## config.mk

```make
export PLATFORM = sky130hd
export DESIGN_NAME = re_flow_pipe_ctrl_flat
export DESIGN_NICKNAME = d
export VERILOG_FILES = /design/src/rtl/re_flow_pipe_ctrl_if.sv /design/src/rtl/re_flow_pipe_ctrl.sv /design/src/flat_wrapper.sv
export SDC_FILE = /design/constraint.sdc
export NUM_CORES = 1
export LEC_CHECK = 0
export CAP_MARGIN = 20
export CORE_ASPECT_RATIO = 0.8
export CORE_MARGIN = 2
export CORE_UTILIZATION = 35
export CTS_BUF_LIST = sky130_fd_sc_hd__clkbuf_2 sky130_fd_sc_hd__clkbuf_4 sky130_fd_sc_hd__clkbuf_8
export DETAILED_ROUTE_END_ITERATION = 7
export SLEW_MARGIN = 20
export SYNTH_ARGS = -nofsm -noshare
export SYNTH_HDL_FRONTEND = slang
export SYNTH_SLANG_ARGS = --single-unit
```

## constraint.sdc

```tcl
create_clock -name clk -period 4.05 [get_ports clk]
set_input_delay 0.81 -clock clk [delete_from_list [all_inputs] [get_ports clk]]
set_output_delay 0.81 -clock clk [all_outputs]
set_load 0.05 [all_outputs]
```

## src/rtl/re_flow_pipe_ctrl_if.sv

```systemverilog
// Handshake bundle between the optical-flow pipeline controller and its
// upstream tensor source / downstream velocity sink.
interface re_flow_pipe_ctrl_if;
    logic in_valid;
    logic in_ready;
    logic out_valid;
    logic out_ready;
    logic out_last;

    modport master (
        output in_valid,
        input  in_ready,
        input  out_valid,
        output out_ready,
        input  out_last
    );

    modport slave (
        input  in_valid,
        output in_ready,
        output out_valid,
        input  out_ready,
        output out_last
    );
endinterface

```

## src/rtl/re_flow_pipe_ctrl.sv

```systemverilog
// Frame-level flow controller for a fixed-latency optical-flow pipeline:
// tracks valid beats through the pipe, counts pixels, stalls on backpressure.
module re_flow_pipe_ctrl #(
    parameter int PIPE_LATENCY = 142,
    parameter int CNT_WIDTH    = 20
) (
    input  logic                 clk,
    input  logic                 rst,
    input  logic                 start,
    input  logic [CNT_WIDTH-1:0] num_pixels,
    re_flow_pipe_ctrl_if.slave   flow,
    output logic                 pipe_en,
    output logic                 busy,
    output logic                 done
);

    typedef enum logic [1:0] {
        ST_IDLE  = 2'd0,
        ST_RUN   = 2'd1,
        ST_DRAIN = 2'd2
    } state_t;

    localparam logic [CNT_WIDTH-1:0]    CNT_ONE  = {{(CNT_WIDTH-1){1'b0}}, 1'b1};
    localparam logic [CNT_WIDTH-1:0]    CNT_ZERO = {CNT_WIDTH{1'b0}};
    localparam logic [PIPE_LATENCY-1:0] VLD_ONE  = {{(PIPE_LATENCY-1){1'b0}}, 1'b1};
    localparam logic [PIPE_LATENCY-1:0] VLD_ZERO = {PIPE_LATENCY{1'b0}};

    state_t                  state_r;
    state_t                  state_nxt_s;
    logic [PIPE_LATENCY-1:0] vld_r;
    logic [CNT_WIDTH-1:0]    in_cnt_r;
    logic [CNT_WIDTH-1:0]    out_cnt_r;
    logic [CNT_WIDTH-1:0]    count_r;
    logic                    done_r;
    logic                    done_nxt_s;

    logic busy_s;
    logic out_valid_s;
    logic pipe_en_s;
    logic in_ready_s;
    logic out_last_s;
    logic in_hs_s;
    logic out_hs_s;
    logic start_ok_s;

    // Handshake qualifiers; one stalled output freezes the entire pipe
    assign busy_s      = (state_r != ST_IDLE);
    assign out_valid_s = vld_r[PIPE_LATENCY-1];
    assign pipe_en_s   = busy_s && (!out_valid_s || flow.out_ready);
    assign in_ready_s  = (state_r == ST_RUN) && pipe_en_s && (in_cnt_r < count_r);
    assign out_last_s  = out_valid_s && (out_cnt_r == (count_r - CNT_ONE));
    assign in_hs_s     = flow.in_valid && in_ready_s;
    assign out_hs_s    = out_valid_s && flow.out_ready;
    assign start_ok_s  = (state_r == ST_IDLE) && start;

    assign flow.in_ready  = in_ready_s;
    assign flow.out_valid = out_valid_s;
    assign flow.out_last  = out_last_s;
    assign pipe_en        = pipe_en_s;
    assign busy           = busy_s;
    assign done           = done_r;

    // Next-state and completion-pulse decode
    always_comb begin
        state_nxt_s = state_r;
        done_nxt_s  = 1'b0;
        case (state_r)
            ST_IDLE: begin
                if (start && (num_pixels != CNT_ZERO)) begin
                    state_nxt_s = ST_RUN;
                end else if (start) begin
                    done_nxt_s  = 1'b1;
                end else begin
                    state_nxt_s = ST_IDLE;
                end
            end
            ST_RUN: begin
                if (in_hs_s && ((in_cnt_r + CNT_ONE) == count_r)) begin
                    state_nxt_s = ST_DRAIN;
                end else begin
                    state_nxt_s = ST_RUN;
                end
            end
            ST_DRAIN: begin
                if (out_hs_s && out_last_s) begin
                    state_nxt_s = ST_IDLE;
                    done_nxt_s  = 1'b1;
                end else begin
                    state_nxt_s = ST_DRAIN;
                end
            end
            default: begin
                state_nxt_s = ST_IDLE;
                done_nxt_s  = 1'b0;
            end
        endcase
    end

    // State, counters, valid shift register and done pulse
    always_ff @(posedge clk) begin
        if (rst) begin
            state_r   <= ST_IDLE;
            vld_r     <= VLD_ZERO;
            in_cnt_r  <= CNT_ZERO;
            out_cnt_r <= CNT_ZERO;
            count_r   <= CNT_ZERO;
            done_r    <= 1'b0;
        end else begin
            state_r <= state_nxt_s;
            done_r  <= done_nxt_s;
            if (start_ok_s) begin
                count_r   <= num_pixels;
                in_cnt_r  <= CNT_ZERO;
                out_cnt_r <= CNT_ZERO;
            end else begin
                if (in_hs_s) begin
                    in_cnt_r <= in_cnt_r + CNT_ONE;
                end
                if (out_hs_s) begin
                    out_cnt_r <= out_cnt_r + CNT_ONE;
                end
            end
            // Idle cycles with no accepted input still shift, leaving a bubble
            if (pipe_en_s) begin
                vld_r <= (vld_r << 1) | (in_hs_s ? VLD_ONE : VLD_ZERO);
            end
        end
    end

endmodule

```

## src/flat_wrapper.sv

```systemverilog
// flat-port wrapper written by rule: the top's interface ports become plain ports
module re_flow_pipe_ctrl_flat 
#(
    parameter int PIPE_LATENCY = 142,
    parameter int CNT_WIDTH    = 20
)
  (clk, rst, start, num_pixels, pipe_en, busy, done, flow_in_valid, flow_in_ready, flow_out_valid, flow_out_ready, flow_out_last);
  re_flow_pipe_ctrl_if flow_i ();
  input  logic clk;
  input  logic rst;
  input  logic start;
  input  logic [CNT_WIDTH-1:0] num_pixels;
  output logic pipe_en;
  output logic busy;
  output logic done;
  input wire logic [$bits(flow_i.in_valid)-1:0] flow_in_valid;
  output wire logic [$bits(flow_i.in_ready)-1:0] flow_in_ready;
  output wire logic [$bits(flow_i.out_valid)-1:0] flow_out_valid;
  input wire logic [$bits(flow_i.out_ready)-1:0] flow_out_ready;
  output wire logic [$bits(flow_i.out_last)-1:0] flow_out_last;
  assign flow_i.in_valid = flow_in_valid;
  assign flow_in_ready = flow_i.in_ready;
  assign flow_out_valid = flow_i.out_valid;
  assign flow_i.out_ready = flow_out_ready;
  assign flow_out_last = flow_i.out_last;
  re_flow_pipe_ctrl #(.PIPE_LATENCY(PIPE_LATENCY), .CNT_WIDTH(CNT_WIDTH)) u_core (.clk(clk), .rst(rst), .start(start), .num_pixels(num_pixels), .flow(flow_i), .pipe_en(pipe_en), .busy(busy), .done(done));
endmodule
```

---- Word level (Yosys, flattened, before mapping) ----
Cells that the tools add are included.
cells by class
  add/sub/neg operators ................... 3
  $lt $le $gt $ge ......................... 1
  equality and inequality tests ........... 5
  multiplexer cells ....................... 10
  bitwise gates (word level) .............. 1
  reduce and logical (&&, ||, !) cells .... 16
operators by type and width
  kind                     count
  $or A142 B142 Y142       1
  $add A20 B1 Y20 const B  2
  $eq A20 B20 Y1           2
  $lt A20 B20 Y1           1
  $reduce_bool A20 Y1      1
  $sub A20 B1 Y20 const B  1
  $logic_and A1 B1 Y1      10
  $mux W2                  4
  $pmux W2 S3              1
  $mux W1                  4
  $ne A3 B3 Y1 const B     1
  $eq A2 B1 Y1 const B     1
  $eq A2 B2 Y1 const B     1
  $logic_not A2 Y1         1
  $pmux W1 S2              1
  $reduce_bool A2 Y1       1
  $reduce_or A2 Y1         1
  $logic_not A1 Y1         1
  $logic_or A1 B1 Y1       1
word-level totals
  register bits ........................... 205
  bits of input ports ..................... 25
  output and inout port bits .............. 6
  logic and storage cells ................. 42

---- Depth between registers and ports, before layout ----
  depth after elaboration ................. 9
  depth in mapped cells ................... 11
  mapped depth without buffers ............ 9

---- Worst setup path after synthesis ----
Ideal clock, no wire load.
  path type ............................... flip-flop to output port
  start ................................... register u_core.count_r[10]
  end ..................................... output port flow_in_ready
  arrival time ............................ 3.281 ns
  slack ................................... -0.041 ns
  cell stages (with the launch flop) ...... 10
  buffers on the path ..................... 2
  cells stage by stage .................... dfxtp_1 > clkbuf_1 > inv_1 > ha_1 > a21o_1 > a21o_1 > a211o_1 > a221oi_4 > clkbuf_1 > a21boi_0
on the way
  longest elaborated chain between the ends .. 2
RTL lines
  element                 line                      RTL
  start, declared         re_flow_pipe_ctrl.sv:33   logic [CNT_WIDTH-1:0] count_r;
  start signal, assigned  re_flow_pipe_ctrl.sv:112  count_r <= num_pixels;
  $lt A20 B20 Y1          re_flow_pipe_ctrl.sv:50   assign in_ready_s = (state_r == ST_RUN) && pipe_en_s && (in_cnt_r < count_r);
  $logic_and A1 B1 Y1     re_flow_pipe_ctrl.sv:50
  end, declared           flat_wrapper.sv:17        output wire logic [$bits(flow_i.in_ready)-1:0] flow_in_ready;
Every way passes these cells.

---- Worst setup path in the final report ----
  start ................................... register u_core.count_r[0]
  end ..................................... output port flow_out_last
on the way
  longest elaborated chain between the ends .. 3
RTL lines
  element              line                     RTL
  $sub A20 B1 Y20      re_flow_pipe_ctrl.sv:51  assign out_last_s = out_valid_s && (out_cnt_r == (count_r - CNT_ONE));
  $eq A20 B20 Y1       re_flow_pipe_ctrl.sv:51
  $logic_and A1 B1 Y1  re_flow_pipe_ctrl.sv:51
  end, declared        flat_wrapper.sv:20       output wire logic [$bits(flow_i.out_last)-1:0] flow_out_last;
Every way passes these cells.

==> metrics.txt <==
Ys Warns 0; drt total wl approximately 22000 um; Final min period 3.91 ns; initial antenna violation count 0; Worst Hold Launch u_core.vld_r[59]; post-route setup TNS 0 ns; Static Leak roughly 3.7 nW; fin crit share 0.965; Slew @ Worst Pin 0.938 ns; slack of the worst reg-to-reg path 0.84 ns; mean post-synth cell area between 7 and 8 um^2; CP required ~3.2 ns; DP Worst Slack ~0.4 ns; VDD IR-drop max roughly 0.21 mV; fillers between 2k and 3k; crit end category output pin; ANT nets after route 0; placed cell count approximately 1.5k; clock buffer count from CTS 36; vias in the first global route about 7k; fraction of layout cells with a size suffix above 1 0.0823; total area of sequential cells ~0.0041 mm^2; post-DR wirelength/cell between 10 and 15 um; power per cell area slightly above 400 mW/mm^2; RSZ-0062 raised after global routing false; Clk Latency, worst-skew pair between 0.5 and 0.6 ns; final hold vios 0; die area 0.0284 mm^2; Yosys top cell area share 0.433; R2R Path Start u_core.count_r[10]; worst rel slew slack 0.375; 1st-iter DRT viols roughly 780; FP Rows 53; Synth area leader dfxtp_1; Vias per Instance roughly 5; CP startpoint kind register; Hold Path Sink u_core.vld_r[60]; Core Area around 0.026 mm^2; pin count of the biggest net entering global routing 91; clk sink count about 210; worst-path cell chain inv_1 > ha_4 > or4b_4 > nor3_2 > mux2_2 > o21ai_1 > o2111ai_2 > nor3_2 > buf_12; Clock Tree Buf Depth 3; slowest stage cell, crit path or4b_4; die width about 190 um; vias post-DR about 8.1k; fin cells roughly 1.6k; first-pass GRT wire length ~36000 um; Post-synth EDFFs 0; max frequency roughly 0.26 GHz; multi-input logic area between 0.004 and 0.005 mm^2; R2R depth 10; Cells on Worst Hold Path 2; Synth area leaders dfxtp_1, nand2_1, a21oi_1; fin. max-slew vios 0; Residual DRC 0; sequential area share after synthesis 0.433; drt first pass iters 5; crit path max fanout 9; NumNets Final approximately 1.3k; Crit path buffers/inverters 2; status complete, no violations; top-count cell post-synth nand2_1; Distinct cells, synth between 70 and 80; n_diodes 0; Starting Density 0.358; Final Setup Violations 0; Fin Clk Skew ~0.016 ns; Netlist Area Pre-Place 0.00948 mm^2; delay-heaviest family, CP simple AND/OR/NAND/NOR gates; CTS tree yes; synthesized flop and latch total approximately 210; CTS clock-pin slew for the worst setup and hold paths 0.06 ns; CP dominant cell by count nor3_2; top cells by count, synth nand2_1, dfxtp_1, a21oi_1; min-delay worst type register to register; Max-Cap Viols 0; Chip Height between 150 and 200 um; H-tree Lvls 2; CP Data Arrival Time about 3.1 ns; critical path class register to output pin; Critical Path Max Stage Delay a little over 0.5 ns; Synthesized Nets 1280; Synth Instances around 1.2k; fin worst setup slack 0.142 ns; gr usage total 0.154; # port buffers 30; Async SR Flop Fraction 0; I/O pin total 31; CTS root buffer clkbuf_8; hpwl dp 14400 um; FF-to-FF End u_core.in_cnt_r[14]; Hold Buf Count CTS 0; Placer Congestion about 0.86; dominant synthesized flop cell dfxtp_1; Post-CTS Setup Bufs 0; Overflow after GRT 0; synthesis-to-finish area growth 14.3%
[layer usage]
| layer | track usage | wire length (um) |
|---|---|---|
| met1 | 0.234 | 11500 |
| met2 | 0.217 | 8870 |
| met3 | 0.0317 | 1200 |
| met4 | 0.0429 | 299 |
| met5 | 0 | 0 |
[timing repair]
item | in CTS | in global routing
pin swaps | 1 | 1
resized for setup | 1 | 5
setup endpoints to repair | 1 | 1
[where the power goes]
group | internal, mW | leakage [nW] | total (mW) | switching, mW
clock network | 1.20 | 0.415 | 2.03 | 0.834
registers | 2.03 | 1.65 | 2.06 | 0.0292
logic | 0.143 | 1.65 | 0.406 | 0.263
[tightest hold or removal path, delay by kind of cell, from the launching register on]
family / cells / cell delay [ns]
and+or+nand+nor: 1 / 0.05
DFF: 1 / 0.31
AOI/OAI and AO/OA: 1 / 0.05
[cell type report]
cell class	instances	area share
clock buffer	58	0.0668
inverter	31	0.0110
multi-input combinational	906	0.455
clock inverter	5	0.00578
tap	357	0.0412
timing repair buffer	46	0.0414
sequential	205	0.379
[per-stage QoR]
stage | hold slack [ns] | total power [mW] | utilization | cell area (um^2)
finish | 0.444 | 4.50 | 0.409 | 10800
global route | 0.445 | 4.70 | 0.409 | 10800
CTS | 0.442 | 4.56 | 0.408 | 10800
detailed placement | 0.443 | 2.50 | 0.378 | 10000
global placement | 0.437 | 2.50 | 0.378 | 10000
floorplan | 0.432 | 2.38 | - | 9480
[worst max-delay path by stage]
stage	start	endpoint	slack [ns]	cells after the start
CTS	u_core.count_r[1]	flow_out_last	0.02	9
detailed placement	u_core.count_r[1]	flow_out_last	0.39	9
floorplan	u_core.count_r[1]	flow_out_last	0.003	10
finish	u_core.count_r[0]	flow_out_last	0.14	9
global placement	u_core.count_r[0]	flow_out_last	0.44	9
global route	u_core.count_r[1]	flow_out_last	0.02	9
[logic make-up after synthesis]
family	share of synthesized area
and+or+nand+nor	0.260
adders and majority gates	0.0304
AOI/OAI and AO/OA	0.157
xor gates and xnor gates	0.0647
buffers and inverters	0.0520
DFF	0.433
muxes	0.00330
[registers in the layout (all words and copies together), names as in the netlist]
signal	count
u_core.count_r	20
u_core.done	1
u_core.in_cnt_r	20
u_core.out_cnt_r	20
u_core.state_r	2
u_core.vld_r	142
[cells in the final DEF (no fill, tap or decap), drive strengths merged, types with 3 or more instances in the layout]
master / n
o21ai: 20
xor2: 38
and3: 7
or4: 8
dfxtp: 205
a21oi: 184
clkbuf: 58
nor4: 17
nand3b: 3
and4: 6
o31ai: 6
or3: 12
or2: 3
nor4b: 3
and2: 5
nand2b: 3
nor2: 59
nand4: 17
o22ai: 3
clkdlybuf4s50: 26
inv: 33
ha: 23
o21a: 3
o2111a: 3
nor3: 12
nand2: 356
xnor2: 32
a21o: 6
nor2b: 6
o2111ai: 4
nand3: 29
buf: 20
a211oi: 4
o211ai: 4
(Power assumes the default switching activity.)
